===== src/rtl/request_receiver.sv =====
// request_receiver: assembles a code/address byte pair from UART_RX, validates it,
// enforces an inter-byte timeout and issues one registered request when downstream is free.
module request_receiver #(
   parameter int         TIMEOUT_CYCLES = 5_000_000,
   parameter logic [7:0] MAX_CODE       = 8'h06,
   parameter logic [7:0] MAX_ADDRESS    = 8'd31
) (
   input  logic       clock,
   input  logic       reset,
   input  logic       rx_done,
   input  logic [7:0] rx_data,
   input  logic       busy,
   output logic       request_valid,
   output logic [7:0] request_code,
   output logic [7:0] sensor_address,
   output logic       request_error,
   output logic [1:0] error_type
);
   localparam int CW = $clog2(TIMEOUT_CYCLES);
   typedef enum logic [1:0] {WAIT_CODE, WAIT_ADDR, ISSUE} state_t;
   state_t state, state_n;
   logic [CW-1:0] count, count_n;
   logic [7:0] code_q, code_n, addr_q, addr_n;
   logic valid_n, error_n;
   logic [1:0] etype_n;

   always_comb begin
      state_n = state;
      count_n = count;
      code_n  = code_q;
      addr_n  = addr_q;
      valid_n = 1'b0;
      error_n = 1'b0;
      etype_n = error_type;
      case (state)
         WAIT_CODE:
            if (rx_done) begin
               code_n  = rx_data;
               count_n = '0;
               state_n = WAIT_ADDR;
            end
         WAIT_ADDR:
            // an arriving byte always beats the timeout terminal count
            if (rx_done) begin
               addr_n = rx_data;
               if (code_q > MAX_CODE) begin
                  error_n = 1'b1;
                  etype_n = 2'd1;
                  state_n = WAIT_CODE;
               end else if (rx_data > MAX_ADDRESS) begin
                  error_n = 1'b1;
                  etype_n = 2'd2;
                  state_n = WAIT_CODE;
               end else begin
                  state_n = ISSUE;
               end
            end else if (count == CW'(TIMEOUT_CYCLES - 1)) begin
               error_n = 1'b1;
               etype_n = 2'd3;
               state_n = WAIT_CODE;
            end else begin
               count_n = count + 1'b1;
            end
         ISSUE: begin
            if (!busy) begin
               valid_n = 1'b1;
               state_n = WAIT_CODE;
            end
            if (rx_done) begin
               error_n = 1'b1;
               etype_n = 2'd0;
            end
         end
         default: state_n = WAIT_CODE;
      endcase
   end

   always_ff @(posedge clock or posedge reset) begin
      if (reset) begin
         state          <= WAIT_CODE;
         count          <= '0;
         code_q         <= '0;
         addr_q         <= '0;
         request_valid  <= 1'b0;
         request_error  <= 1'b0;
         request_code   <= '0;
         sensor_address <= '0;
         error_type     <= '0;
      end else begin
         state         <= state_n;
         count         <= count_n;
         code_q        <= code_n;
         addr_q        <= addr_n;
         request_valid <= valid_n;
         request_error <= error_n;
         error_type    <= etype_n;
         if (valid_n) begin
            request_code   <= code_q;
            sensor_address <= addr_q;
         end
      end
   end
endmodule

===== config.mk =====
export PLATFORM = sky130hd
export DESIGN_NAME = request_receiver
export DESIGN_NICKNAME = d
export VERILOG_FILES = /design/src/rtl/request_receiver.sv
export SDC_FILE = /design/constraint.sdc
export NUM_CORES = 1
export LEC_CHECK = 0
export ABC_AREA = 1
export CORE_ASPECT_RATIO = 1.2
export CORE_MARGIN = 4
export CORE_UTILIZATION = 35
export CTS_BUF_LIST = sky130_fd_sc_hd__clkbuf_4
export CTS_CLUSTER_SIZE = 8
export DETAILED_ROUTE_END_ITERATION = 12
export GPL_TIMING_DRIVEN = 0
export HOLD_SLACK_MARGIN = 0.1
export PLACE_DENSITY = 0.5
export SLEW_MARGIN = 15
export SYNTH_ARGS = -nofsm -noshare
export SYNTH_HDL_FRONTEND = slang
export SYNTH_SLANG_ARGS = --single-unit

===== constraint.sdc =====
create_clock -name clock -period 2.9 [get_ports clock]
set_input_delay 0.435 -clock clock [delete_from_list [all_inputs] [get_ports clock]]
set_output_delay 0.435 -clock clock [all_outputs]
set_load 0.03 [all_outputs]

==> results of run 1 <==
## flip-flops by register name, summed over array words and instances, names as in the netlist
| signal | count |
|---|---|
| sensor_address | 8 |
| code_q | 8 |
| request_error | 1 |
| error_type | 2 |
| count | 23 |
| state | 2 |
| request_valid | 1 |
| addr_q | 8 |
| request_code | 8 |
## how the worst max path moves through the flow
| stage | cells past startpoint | start | slack (ps) | end |
|---|---|---|---|---|
| 2_1_floorplan | 1 | reset | 950 | addr_q[0] |
| 3_5_place_dp | 9 | rx_done | 680 | count[13] |
| 3_3_place_gp | 2 | reset | -310 | request_code[4] |
| 5_1_grt | 9 | count[0] | 730 | count[0] |
| 4_1_cts | 1 | sensor_address[6] | 930 | sensor_address[6] |
| 6_report | 9 | count[0] | 960 | count[22] |
## cell families after synthesis
family / share of synthesized area (%)
XOR/XNOR: 2.42
flip-flops: 46.9
adder cells (fa/ha/maj): 1.54
AND/OR/NAND/NOR: 36.6
AO/OA/AOI/OAI: 5.53
buffers and inverters: 7.07
## worst max-delay path: stages (launching register included)
cell and delay [ps]:
dfrtp_1 490, ha_1 290, nand3_2 150, nor2_1 220
nand4_1 170, nand3_2 110, buf_6 150, buf_6 160
nand2_1 60, nand2_1 60
## power by group through the flow
| stage | clock network (mW) | logic, mW | registers (mW) |
|---|---|---|---|
| after floorplan | 0 | 0.511 | 1.24 |
| after global placement | 0 | 0.929 | 1.16 |
| after detailed placement | 0 | 0.943 | 1.16 |
| after CTS | 0.738 | 0.944 | 1.15 |
| after global routing | 0.776 | 1.04 | 1.18 |
| final | 0.714 | 0.918 | 1.15 |
## layout make-up
| type | count | area [µm²] | area share, % |
|---|---|---|---|
| Timing Repair Buffer | 32 | 338 | 8.63 |
| Inverter | 44 | 168 | 4.29 |
| Tap cell | 120 | 150 | 3.84 |
| Clock buffer | 9 | 67.6 | 1.73 |
| Sequential cell | 61 | 1530 | 39.0 |
| Buffer | 11 | 65.1 | 1.66 |
| Clock inverter | 7 | 97.6 | 2.49 |
| Multi-Input combinational cell | 343 | 1500 | 38.3 |
## cell usage in the layout (no fill, tap or decap), drive strengths merged, types with 2 or more instances in the layout
cell / n
inv: 45
xor2: 6
nand3: 28
buf: 6
xnor2: 3
nand2: 189
bufinv: 2
clkdlybuf4s50: 31
clkbuf: 15
o21ai: 28
nor2: 68
a21oi: 5
nor3: 3
clkinv: 3
dfrtp: 61
ha: 4
nand3b: 2
nand4: 4
## layer usage
metal | track usage (%) | vias to the layer above | wire length [µm]
li1 | - | 1508 | -
met1 | 22.7 | 1379 | 3870
met2 | 28.5 | 58 | 4290
met3 | 3.50 | 19 | 312
met4 | 6.64 | 0 | 205
met5 | 0 | - | 0
## cells in the mapped netlist, types with 3 or more instances
master | count | area, µm²
nand2_1 | 187 | 702
nand3_1 | 26 | 130
inv_1 | 44 | 165
dfrtp_1 | 61 | 1530
xnor2_1 | 3 | 26.3
nand4_1 | 4 | 25.0
a21oi_1 | 5 | 25.0
o21ai_0 | 28 | 140
nor2_1 | 66 | 248
xor2_1 | 6 | 52.6
ha_1 | 4 | 50.1
clkbuf_1 | 6 | 22.5
nor3_1 | 3 | 15.0
## stage by stage
step                power (mW)  setup TNS (ps)  util, %  cell area [µm²]
detailed placement        2.11               0     41.3             3750
CTS                       2.83               0     43.1             3910
floorplan                 1.75               0        -             3260
global route              3.00               0     43.1             3910
finish                    2.78               0     43.1             3910
global placement          2.09          -18810     40.9             3720
==> metrics.md, run 1 <==
| Metric | Value |
|---|---|
| Outcome | `finished, final reports clean` |
| Die area | `0.0109 mm²` |
| Worst Reg-to-Reg Cells | `9` |
| Switching power | `1.09 mW` |
| Initial antenna violation count | `0` |
| Die W | `96.1 µm` |
| CTS max path bufs | `2` |
| Non-filler cells, final | `627` |
| Post-DP HPWL | `6.31 mm` |
| CP Data Required Time | `3260 ps` |
| Largest net degree at the start of global routing | `47` |
| TritonCTS clock tree | `built` |
| GP Congestion | `0.918` |
| Iter 0 DRT Violations | `180` |
| Worst slack at placement | `683 ps` |
| Drt drc | `0` |
| Logic pwr share | `33.0%` |
| Leakage | `1.83 nW` |
| Worst skew pair latency | `420 ps` |
| Register share of total power | `41.3%` |
| Die height | `114 µm` |
| # fillers | `960` |
| WL/cell | `13.8 µm` |
| Yosys cell types | `24` |
| Synth Register Bits | `61` |
| Vias | `2964` |
| Endpoint class of the critical path | `flip-flop` |
| Cell Area, Synth | `0.00326 mm²` |
| Syn Nets | `475` |
| Hold Fails Final Rpt | `0` |
| Ys Warns | `0` |
| Power share of the clock group | `25.7%` |
| Tmin final | `1940 ps` |
| Reg2reg end | `count[22]` |
| R2R Setup Slk | `960 ps` |
| CTS Buf Count | `9` |
| # setup viols final | `0` |
| Internal power | `1.69 mW` |
| Port-buffer cells | `31` |
| Setup CP Type | `flip-flop to flip-flop` |
| Post-synthesis cell count | `459` |
| Tot GR Track Use | `17.5%` |
| P per Cell Area | `710 mW/mm²` |
| Switching Share | `39.1%` |
| RSZ-0062 raised after global routing | `false` |
| Cts repair resizes | `0` |
| Worst r2r src | `count[0]` |
| Row Count | `38` |
| Post-synth top flop | `dfrtp_1` |
| Avg Cell Area, Syn | `7.10 µm²` |
| Clk_skew | `16.2 ps` |
| Ant. Diodes | `0` |
| Placed cells | `611` |
| Max Cap Violations | `0` |
| Synthesis-to-finish area growth | `20.1%` |
| GRT Residual Overflow | `0` |
| Sequential area share after synthesis | `46.9%` |
| DR pass1 iterations | `4` |
| H-tree depth | `3` |
| Fraction of registers with async set/reset | `100%` |
| Post-CTS setup buffer count | `0` |
| Final slew viol count | `0` |
| Vias per cell | `4.73` |
| Post-synth EDFFs | `0` |
| Hold buffer count at CTS | `0` |
| Final worst setup slack | `964 ps` |
| Clk slew on worst S/H paths | `120 ps` |
| Worst EP arrival | `2290 ps` |
| Peak supply drop | `307 µV` |
| Nets | `518` |
| Layout cells sized above 1 | `5.52%` |
| IO Count | `32` |
| Final hold slack | `288 ps` |
| Initial Util | `35.9%` |
| Startpoint Class | `flip-flop` |
| Fin crit share | `66.8%` |
| Root buffer selected by CTS | `clkbuf_4` |
| Vias in the first global route | `2934` |
| First-pass GRT wire length | `14.7 mm` |
| Critical path fanouts, max | `10` |
| Fmax | `516 MHz` |
| Hold/Removal Path Class | `input pin to asynchronous set/reset pin` |
| Clock sinks | `61` |
| Max-slew headroom | `66.0%` |
| Post-route antenna net violation count | `0` |
| Area of the core | `0.00908 mm²` |
| Worst-margin pin slew | `510 ps` |
| Total wire length | `8.67 mm` |
Power figures use the tool's default switching activity.
==> run 2, diff against run 1 <==
- PLACE_DENSITY: 0.5 -> 0.52
- clock period: 2.9 -> 1.75 ns (I/O delays scaled with it)
==> metrics.md, run 2 (same netlist as run 1, synthesis figures left out) <==
| Metric | Value |
|---|---|
| Outcome | `finished, final reports clean` |
| Switching power | `1.89 mW (+74%)` |
| WL/cell | `13.1 µm (-5.5%)` |
| Buffer and inverter count on the worst path | `1 (-1)` |
| Tot GR Track Use | `16.9% (-0.61 points)` |
| Logic pwr share | `38.8% (+5.8 points)` |
| Endpoint class of the critical path | `output pin` |
| Clock sinks | `61 (unchanged)` |
| Ant. Diodes | `0 (unchanged)` |
| Max-slew headroom | `54.6% (-11 points)` |
| Startpoint Class | `flip-flop` |
| Area after DPL | `0.00374 mm² (-0.17%)` |
| Root buffer selected by CTS | `clkbuf_4` |
| Iter 0 DRT Violations | `87 (-52%)` |
| Initial antenna violation count | `0 (unchanged)` |
| Setup CP Type | `flip-flop to output pin` |
| Critical path fanouts, max | `1 (-9)` |
| Worst EP arrival | `1420 ps (-870 ps)` |
| Fin crit share | `96.1%` |
| # setup viols final | `0 (unchanged)` |
| CP max stage delay | `660 ps (+170 ps)` |
| TritonCTS clock tree | `built` |
| Post-route antenna net violation count | `0 (unchanged)` |
| Final slew viol count | `0 (unchanged)` |
| Non-filler cells, final | `635 (+1.3%)` |
| CTS max path bufs | `2 (unchanged)` |
| Hold buffer count at CTS | `0 (unchanged)` |
| Reg with most FFs | `count` |
| Nets | `526 (+1.5%)` |
| R2R Setup Slk | `100 ps (-860 ps)` |
| IO Count | `32 (unchanged)` |
| Area occupied by multi-input gates | `0.00157 mm² (+4.6%)` |
| Layout cells sized above 1 | `10.5% (+5.0 points)` |
| Most frequent cells in the layout | `nand2_1 (187), dfrtp_1 (60), nor2_1 (59), inv_1 (40), o21ai_0 (28)` |
| Port-buffer cells | `31 (unchanged)` |
| Tmin final | `1680 ps` |
| Hold/Removal Path Class | `input pin to asynchronous set/reset pin` |
| Drt drc | `0 (unchanged)` |
| Fmax | `595 MHz` |
| CTS Buf Count | `9 (unchanged)` |
| Peak supply drop | `600 µV (+95%)` |
| Storage cell area | `0.00153 mm² (about the same)` |
| Post-DP HPWL | `6.14 mm (-2.7%)` |
| Vias | `2939 (-0.84%)` |
| Worst-margin pin slew | `679 ps (+169 ps)` |
| Max reg flops | `23 (unchanged)` |
| Area of the core | `0.00908 mm² (unchanged)` |
| Total wire length | `8.30 mm (-4.3%)` |
| Internal power | `2.87 mW (+69%)` |
| Synthesis-to-finish area growth | `24.7%` |
| Power Total | `4.76 mW (+71%)` |
| First-pass GRT wire length | `14.2 mm (-3.4%)` |
| Largest net degree at the start of global routing | `33 (-30%)` |
| # fillers | `940 (-2.1%)` |
| Register share of total power | `39.6% (-1.7 points)` |
| GP Congestion | `0.885 (-3.6%)` |
| Die area | `0.0109 mm² (unchanged)` |
| Critical Path Source | `request_valid` |
| Die W | `96.1 µm (unchanged)` |
| Final instance area | `0.00406 mm² (+3.8%)` |
| Clk_skew | `7.45 ps (-8.71 ps)` |
| Die height | `114 µm (unchanged)` |
| Vias per cell | `4.63 (-2.1%)` |
| Critical Path Slowest Stage Cell | `clkdlybuf4s50_1` |
| Power share of the clock group | `21.7% (-4.0 points)` |
| P per Cell Area | `1170 mW/mm² (+65%)` |
| Leading cell type in the layout, fill and taps excluded | `nand2_1` |
| Switching Share | `39.7% (+0.67 points)` |
| CP Data Required Time | `1490 ps (-1770 ps)` |
| Kind of cell adding the most delay to the critical path | `buffers and inverters` |
| Leakage | `1.94 nW (+6.4%)` |
| Vias in the first global route | `2967 (+1.1%)` |
| GRT Residual Overflow | `0 (unchanged)` |
| Row Count | `38 (unchanged)` |
| Placed cells | `611 (unchanged)` |
| DR pass1 iterations | `4 (unchanged)` |
| Initial Util | `35.9% (unchanged)` |
| Worst skew pair latency | `430 ps (about the same)` |
| Setup TNS | `0 ps (unchanged)` |
| Clk slew on worst S/H paths | `120 ps (about the same)` |
| CP cell instances | `clkdlybuf4s50_1` |
| Worst r2r src | `count[2]` |
| Max Cap Violations | `0 (unchanged)` |
| H-tree depth | `3 (unchanged)` |
| RSZ-0062 raised after global routing | `true` |
| Hold Fails Final Rpt | `0 (unchanged)` |
==> run 2: changes by cell type in the layout (fill, tap and decap cells not counted), sizes merged, moves of 2 or more <==
cell / before / now
clkinvlp: 1 / 7
clkdlybuf4s50: 31 / 12
clkinv: 3 / 1
dlygate4sd2: 0 / 17
dlymetal6s2s: 0 / 2
buf: 6 / 15
inv: 45 / 42
==> run 2: power groups by stage <==
| stage | registers [mW] | logic [mW] | clock network (mW) |
|---|---|---|---|
| 6_report | 1.88 | 1.85 | 1.03 |
| 5_1_grt | 1.93 | 2.04 | 1.13 |
| 4_1_cts | 1.88 | 1.66 | 1.07 |
| 3_5_place_dp | 1.92 | 1.55 | 0 |
| 3_3_place_gp | 1.92 | 1.54 | 0 |
| 2_1_floorplan | 2.05 | 0.847 | 0 |
==> run 2: worst paths after layout <==
kind,endpoint,cells after the start
max,request_valid,1
min,request_code[2],2
max in group asynchronous,state[0],3
max reg2reg,count[15],8
min in group clock,code_q[3],3
min reg2reg,error_type[1],2
==> run 2: cell type report <==
cell class                 instances  share of cell area (%)
tap                              120                    3.70
clock buffer                       9                    1.66
timing repair buffer              41                    10.3
clock inverter                     7                    1.88
buffer                            10                    1.94
multi-input combinational        343                    38.6
sequential                        61                    37.6
inverter                          44                    4.25
==> run 2: what timing repair did <==
item,4_1_cts,5_1_grt
pin swaps,1,2
buffers inserted,4,5
endpoints found under the setup margin,56,42
gates resized for setup,28,21
==> run 2: metrics by stage <==
step | hold slack [ps] | setup WS (ps) | util (%)
after floorplan | 375 | 170 | -
after global placement | 457 | -249 | 41.0
after detailed placement | 459 | -274 | 41.2
after CTS | 260 | 1.73 | 43.3
after global routing | 310 | -17.4 | 44.7
final | 262 | 68.7 | 44.7
==> run 2: per-layer routing <==
| layer | vias up | GRT usage [%] | part of all wire [%] |
|---|---|---|---|
| met4 | 0 | 8.25 | 2.8 |
| li1 | 1522 | - | - |
| met5 | - | 0 | 0 |
| met2 | 39 | 28.1 | 50 |
| met3 | 18 | 3.03 | 2.3 |
| met1 | 1360 | 20.8 | 45 |
==> run 2: worst register-to-register path, delay by kind of cell, from the launching register on <==
family	cells	cell delay, ps
and+or+nand+nor	7	880
DFF	1	520
xor gates and xnor gates	1	170
==> run 3, diff against run 2 <==
- SLEW_MARGIN: 15 -> 20
==> results of run 3 <==
The final DEF is identical to that of run 2; final timing and power are the same.
